$ cat src/rtl/imm_encoder.sv
// imm_encoder: packs an immediate into RISC-V I/S/B/U/J instruction fields.
// Two-stage valid/ready pipeline with a representability check.

module imm_encoder #(
  parameter int W     = 32,
  parameter int CNT_W = 16
) (
  input  logic             clk,
  input  logic             rst_n,
  input  logic             in_valid,
  output logic             in_ready,
  input  logic [2:0]       immsrc,
  input  logic [W-1:0]     imm,
  input  logic [W-1:0]     base,
  output logic             out_valid,
  input  logic             out_ready,
  output logic [W-1:0]     out_instr,
  output logic             out_err,
  output logic [CNT_W-1:0] err_count
);

  localparam logic [2:0] SRC_I = 3'b000;
  localparam logic [2:0] SRC_S = 3'b001;
  localparam logic [2:0] SRC_B = 3'b010;
  localparam logic [2:0] SRC_U = 3'b011;
  localparam logic [2:0] SRC_J = 3'b100;

  logic             s1_valid;
  logic             s1_err;
  logic [2:0]       s1_src;
  logic [W-1:0]     s1_imm;
  logic [W-1:0]     s1_base;
  logic             adv1;
  logic             adv2;
  logic             in_err;
  logic             hi11_eq;
  logic             hi12_eq;
  logic             hi20_eq;
  logic [W-1:0]     pk;
  logic [CNT_W-1:0] cnt_max;

  assign adv2     = !out_valid || out_ready;
  assign adv1     = !s1_valid || adv2;
  assign in_ready = adv1;
  assign cnt_max  = {CNT_W{1'b1}};

  assign hi11_eq = (&imm[31:11]) || !(|imm[31:11]);
  assign hi12_eq = (&imm[31:12]) || !(|imm[31:12]);
  assign hi20_eq = (&imm[31:20]) || !(|imm[31:20]);

  // flag immediates whose dropped bits would change the decoded value
  always_comb begin
    in_err = 1'b1;
    unique case (1'b1)
      (immsrc == SRC_I): in_err = !hi11_eq;
      (immsrc == SRC_S): in_err = !hi11_eq;
      (immsrc == SRC_B): in_err = !hi12_eq || imm[0];
      (immsrc == SRC_U): in_err = |imm[11:0];
      (immsrc == SRC_J): in_err = !hi20_eq || imm[0];
      default:           in_err = 1'b1;
    endcase
  end

  // overlay immediate fields onto the base word
  always_comb begin
    pk = s1_base;
    unique case (1'b1)
      (s1_src == SRC_I): begin
        pk[31:20] = s1_imm[11:0];
      end
      (s1_src == SRC_S): begin
        pk[31:25] = s1_imm[11:5];
        pk[11:7]  = s1_imm[4:0];
      end
      (s1_src == SRC_B): begin
        pk[31]    = s1_imm[12];
        pk[7]     = s1_imm[11];
        pk[30:25] = s1_imm[10:5];
        pk[11:8]  = s1_imm[4:1];
      end
      (s1_src == SRC_U): begin
        pk[31:12] = s1_imm[31:12];
      end
      (s1_src == SRC_J): begin
        pk[31]    = s1_imm[20];
        pk[30:21] = s1_imm[10:1];
        pk[20]    = s1_imm[11];
        pk[19:12] = s1_imm[19:12];
      end
      default: pk = s1_base;
    endcase
  end

  // stage 1: capture request and its check result
  always_ff @(posedge clk or negedge rst_n) begin
    if (!rst_n) begin
      s1_valid <= 1'b0;
      s1_err   <= 1'b0;
      s1_src   <= 3'b000;
      s1_imm   <= '0;
      s1_base  <= '0;
    end else if (adv1) begin
      s1_valid <= in_valid;
      s1_err   <= in_err;
      s1_src   <= immsrc;
      s1_imm   <= imm;
      s1_base  <= base;
    end
  end

  // stage 2: registered packed word, held while stalled
  always_ff @(posedge clk or negedge rst_n) begin
    if (!rst_n) begin
      out_valid <= 1'b0;
      out_instr <= '0;
      out_err   <= 1'b0;
    end else if (adv2) begin
      out_valid <= s1_valid;
      if (s1_valid) begin
        out_instr <= pk;
        out_err   <= s1_err;
      end
    end
  end

  // count delivered errored results, sticking at the maximum
  always_ff @(posedge clk or negedge rst_n) begin
    if (!rst_n) begin
      err_count <= '0;
    end else if (out_valid && out_ready && out_err &&
                 (err_count != cnt_max)) begin
      err_count <= err_count + {{(CNT_W-1){1'b0}}, 1'b1};
    end
  end

endmodule

$ cat config.mk
export PLATFORM = sky130hd
export DESIGN_NAME = imm_encoder
export DESIGN_NICKNAME = d
export VERILOG_FILES = /design/src/rtl/imm_encoder.sv
export SDC_FILE = /design/constraint.sdc
export NUM_CORES = 1
export LEC_CHECK = 0
export BUFFER_PORTS_ARGS = -buffer_cell sky130_fd_sc_hd__buf_4
export CAP_MARGIN = 25
export CORE_MARGIN = 1
export CORE_UTILIZATION = 42
export DETAILED_ROUTE_END_ITERATION = 6
export GPL_ROUTABILITY_DRIVEN = 0
export SETUP_SLACK_MARGIN = 0.2
export SLEW_MARGIN = 20
export SYNTH_ARGS = -nofsm -noshare
export SYNTH_HDL_FRONTEND = slang
export SYNTH_SLANG_ARGS = --single-unit
$ cat constraint.sdc
create_clock -name clk -period 1.83 [get_ports clk]
set_clock_uncertainty 0.05 [all_clocks]
set_input_delay 0.4575 -clock clk [delete_from_list [all_inputs] [get_ports clk]]
set_output_delay 0.4575 -clock clk [all_outputs]
set_load 0.1 [all_outputs]
**Word level (Yosys, flattened, before mapping)**

Index checks and enable logic that the tools add are counted.

- $add $sub $neg: 1
- Equality and inequality tests: 9
- Shifts and indexed selects: 0
- $mul: 0
- Muxes and demuxes: 5
- Bitwise gates (word level): 0
- Reduce and logical (&&, ||, !) cells: 31
- Div/mod/pow operators: 0
- Magnitude comparators: 0

Operators with widths:

| cell | count |
|---|---|
| case mux 7 bit (4 select lines) | 1 |
| OR reduction 12 bit | 2 |
| AND reduction 21 bit | 1 |
| OR reduction 21 bit | 1 |
| AND reduction 20 bit | 1 |
| OR reduction 20 bit | 1 |
| adder 16 x 1 -> 16 bit (second input constant) | 1 |
| != test 16 bit (second input constant) | 1 |
| case mux 5 bit (3 select lines) | 1 |
| equality test 3 x 2 -> 1 bit (second input constant) | 4 |
| AND reduction 12 bit | 1 |
| case mux 5 bit (2 select lines) | 1 |
| zero test 1 bit | 8 |
| two-way mux 8 bit | 1 |
| logical OR 1 bit | 7 |
| equality test 3 x 1 -> 1 bit (second input constant) | 2 |
| equality test 3 bit (second input constant) | 2 |
| zero test 3 bit | 2 |
| OR reduction 2 bit | 3 |
| case mux 1 bit (4 select lines) | 1 |
| logical AND 1 bit | 3 |
| AND reduction 2 bit | 1 |

- Bits in writable memories: 0
- Input bits: 71
- Latch bits: 0
- Memory bits (read-only): 0
- Output and inout port bits: 51
- Logic and storage cells: 55
- Register bits: 119
- Memories kept: 0

**Longest topological paths before layout**

- Word-level depth: 6
- Gate-level depth with buffers: 7
- Gate-level depth less buffers: 5

**Least setup slack after synthesis**

No wires, ideal clock.

- Path kind: register to register
- Start point: register err_count[7]
- End point: register err_count[3]
- Data arrival time: 2.141 ns
- Path buffers: 1
- Cell stages (with the launch flop): 7
- Slack: -0.524 ns
- Cells stage by stage: dfrtp_1 > and4_1 > buf_4 > nand4_4 > o21ba_4 > and4_1 > xor2_1

- Longest elaborated chain between the ends: 2

RTL lines:

| element | line | source |
|---|---|---|
| from (decl) | 19 | `output logic [CNT_W-1:0] err_count` |
| from (signal assigned) | 132 | `err_count <= err_count + {{(CNT_W-1){1'b0}}, 1'b1};` |
| != test 16 bit | 131 | `(err_count != cnt_max)) begin` |
| logical AND 1 bit | 130 | `end else if (out_valid && out_ready && out_err &&` |

No other way between the ends.
A chain may end at the register's enable or synchronous reset.

**Worst setup path after layout**

- Start point: register out_valid
- End point: output port in_ready

- Longest elaborated chain between the ends: 3

RTL lines:

| element | line | source |
|---|---|---|
| from (decl) | 15 | `output logic out_valid,` |
| from (signal assigned) | 118 | `out_valid <= s1_valid;` |
| zero test 1 bit | 42 | `assign adv2 = !out_valid \|\| out_ready;` |
| logical OR 1 bit | 42 |  |
| logical OR 1 bit | 43 | `assign adv1 = !s1_valid \|\| adv2;` |
| to (decl) | 11 | `output logic in_ready,` |

No other way between the ends.

==> results.md <==
- Layout Utilization: 0.651
- Top cells by count, synth: 119 x dfrtp_1, 66 x mux2_1, 53 x nand2_1
- Pre-CTS setup slack: -0.0952 ns
- First-pass GRT wire length: 21100 um
- I/O Pins: about 120
- Core region area: 0.0121 mm2
- Layout cell share with drive strength beyond 1: 0.479
- Post-Syn Area: between 0.005 and 0.006 mm2
- Clock tree buffer depth: 2
- Worst hold stages: 2
- Peak VDD IR: slightly below 1 mV
- Worst-path clk slew: approximately 0.050 ns
- Pwr dens: 1340 mW/mm2
- Vias/cell: roughly 5.2
- # nets final: 662
- Maxcap violations: 0
- Vias: 4000
- Post-Syn Instances: ~430
- Std cell rows: 40
- FF-to-FF path depth: 5
- Final Cycle Share: 0.995
- Yosys top cell by area: dfrtp_1
- Hold Path Class: input pin to flop
- Worst-Skew Late Latency: around 0.41 ns
- Min Tclk post-route: 1.82 ns
- Max Fclk: 549 MHz
- Non-filler instance count after layout: between 700 and 800
- Routed WL per cell: 17.4 um
- Arr. time, crit path: roughly 1.3 ns
- Syn nets: around 500
- RSZ-0062 raised after global routing: yes
- Grt ovf: 0
- # H-tree levels: 4
- Fillers: 950
- Final Hold Viols: 0
- Post-synth top flop: dfrtp_1
- # clock sinks: around 120
- FFs w/ async S/R, synth: 1.00
- Synthesized flop and latch total: ~120
- CTS tree: done
- Initial Util: 0.434
- Main combinational cell family by area after synthesis: multiplexers
- Area grow syn2layout: 49.8%
- Compound-cell area share of the yosys netlist: 0.0706
- Number of global-route vias before repair: approximately 4100
- Slew Viols, Final: 0
- Setup TNS: 0 ns
- Die W: 114 um
- Critical path class: flop to primary output
- CTS Buf Count: 17
- Total track usage: 0.218
- Root Buffer: clkbuf_16
- Synth unique cells: 42
- WL final: between 10000 and 15000 um
- Post-Synth XOR/XNOR Area: 0.0283
- CP Max Fanout: 2
- Initial DRC count: ~200
- Synth Warn #: 0
- Largest net degree at the start of global routing: between 40 and 50
- Critical Path End Type: primary output
- LEAKAGE: approximately 3.7 nW
- Ant diodes: 0
- Top cells by area, synth: dfrtp_1 57%, mux2_1 14%, nand2_1 3.8%, mux2i_1 3.0%, o21ai_1 2.5%
- Adder-cell share of the synthesized area: 0.00428
- Most common cell in the netlist: dfrtp_1
- CP startpoint kind: flop
- Setup-failing EPs final: 0
- Die Ht: 114 um
- Register area share after synthesis: 0.566
- Crit path required time: about 1.3 ns
- EDFF count, synth: 0
- Multiplexer share of the synthesized area: 0.197
- Yosys top cell area share: 0.566
- Total power: between 10 and 15 mW
- DRT Pass-1 Iters: 4
- DRC viols: 0
- Die ar.: 0.0130 mm2
- Initial antenna violation count: 0
- Tightest Pin Transition: ~0.48 ns
- Simple-Gate Fraction of Synth Area: 0.113
- # port buffers: 121
- Slew Limit Headroom: 0.680
- Dpl hpwl: 8920 um
- Post-layout worst setup margin: between 0.009 and 0.01 ns
- Mean area per synthesized cell: between 10 and 15 um2
- Final ANT Viol Nets: 0
- Run status: completed
- Dpl cells: approximately 700
power by group:
part | switching, mW | total (mW) | leakage [nW] | internal (mW)
combinational | 2.50 | 3.75 | 1.97 | 1.26
sequential | 0.367 | 3.44 | 1.40 | 3.07
clock | 1.12 | 3.35 | 0.303 | 2.23
total | 3.98 | 10.5 | 3.67 | 6.56
area by class of cell:
class | instances | area [um2] | area share
Timing Repair Buffer | 161 | 1560 | 0.198
Inverter | 1 | 3.75 | 0.000476
Multi-Input combinational cell | 290 | 2470 | 0.313
Sequential cell | 119 | 3040 | 0.385
Clock buffer | 22 | 474 | 0.0602
Tap cell | 168 | 210 | 0.0267
Clock inverter | 10 | 125 | 0.0159
metal layers:
layer	share of wire	global-route usage
met5	0	0
met2	0.48	0.337
met1	0.45	0.292
met4	0.012	0.0753
met3	0.051	0.0670
worst max-delay path, stage by stage, from the launching register on:
cell and delay [ns]:
dfrtp_4 0.47, nand3b_1 0.22, buf_12 0.21
metrics by stage:
step                area (um2)  hold WS (ns)
floorplan                 5350         0.112
global placement          6570         0.356
detailed placement        6570         0.357
CTS                       7600         0.188
global route              7880         0.182
finish                    7880         0.205
timing repair:
item,CTS,global route
endpoints found under the hold margin,22,0
endpoints found under the setup margin,43,90
hold buffers,1,0
pin swaps,1,12
gates resized for setup,91,41
setup buffers,7,13
state kept, by name (all words and copies together), names as in the netlist:
register   cells
s1_err         1
err_count     16
out_instr     32
s1_base       32
s1_src         3
s1_imm        32
out_err        1
out_valid      1
s1_valid       1
placed cells by master, fill, tap and decap left out, drive strengths merged:
cell,n
or3,1
dlygate4sd3,1
and4,4
bufinv,3
nor2,14
xnor2,10
a311oi,1
o211ai,2
nor4,8
a221oi,2
clkbuf,22
nor3,2
and3b,1
mux2,76
o22ai,6
mux2i,17
nand4,8
nor3b,2
o21ai,30
o221ai,8
nand2b,4
nand2,53
buf,160
o21ba,1
xor2,7
ha,1
nand3,11
a31o,1
maj3,1
nor2b,3
inv,1
and3,5
a22oi,1
nand3b,1
nor4b,1
dfrtp,119
clkinv,7
a21oi,8
path summary, 6_finish.rpt:
path                            start  slack [ns]             to
hold / removal               in_valid        0.20       s1_valid
setup reg to reg            out_valid        0.12         s1_err
min in group asynchronous       rst_n        0.47  err_count[13]
max in group asynchronous       rst_n        0.71     s1_base[1]
hold reg to reg            s1_base[4]        0.43     s1_base[4]
setup / recovery            out_valid        0.01       in_ready
kinds of logic (layout without fill, tap and decap cells):
kind of cell,count (synthesis),count (layout)
compound gates,60,60
xor+xnor,17,17
fa+ha+maj,2,2
buf+inv,24,194
flops,119,119
mux,93,93
simple gates,118,118
No activity file was read; power rests on OpenSTA's default activity.
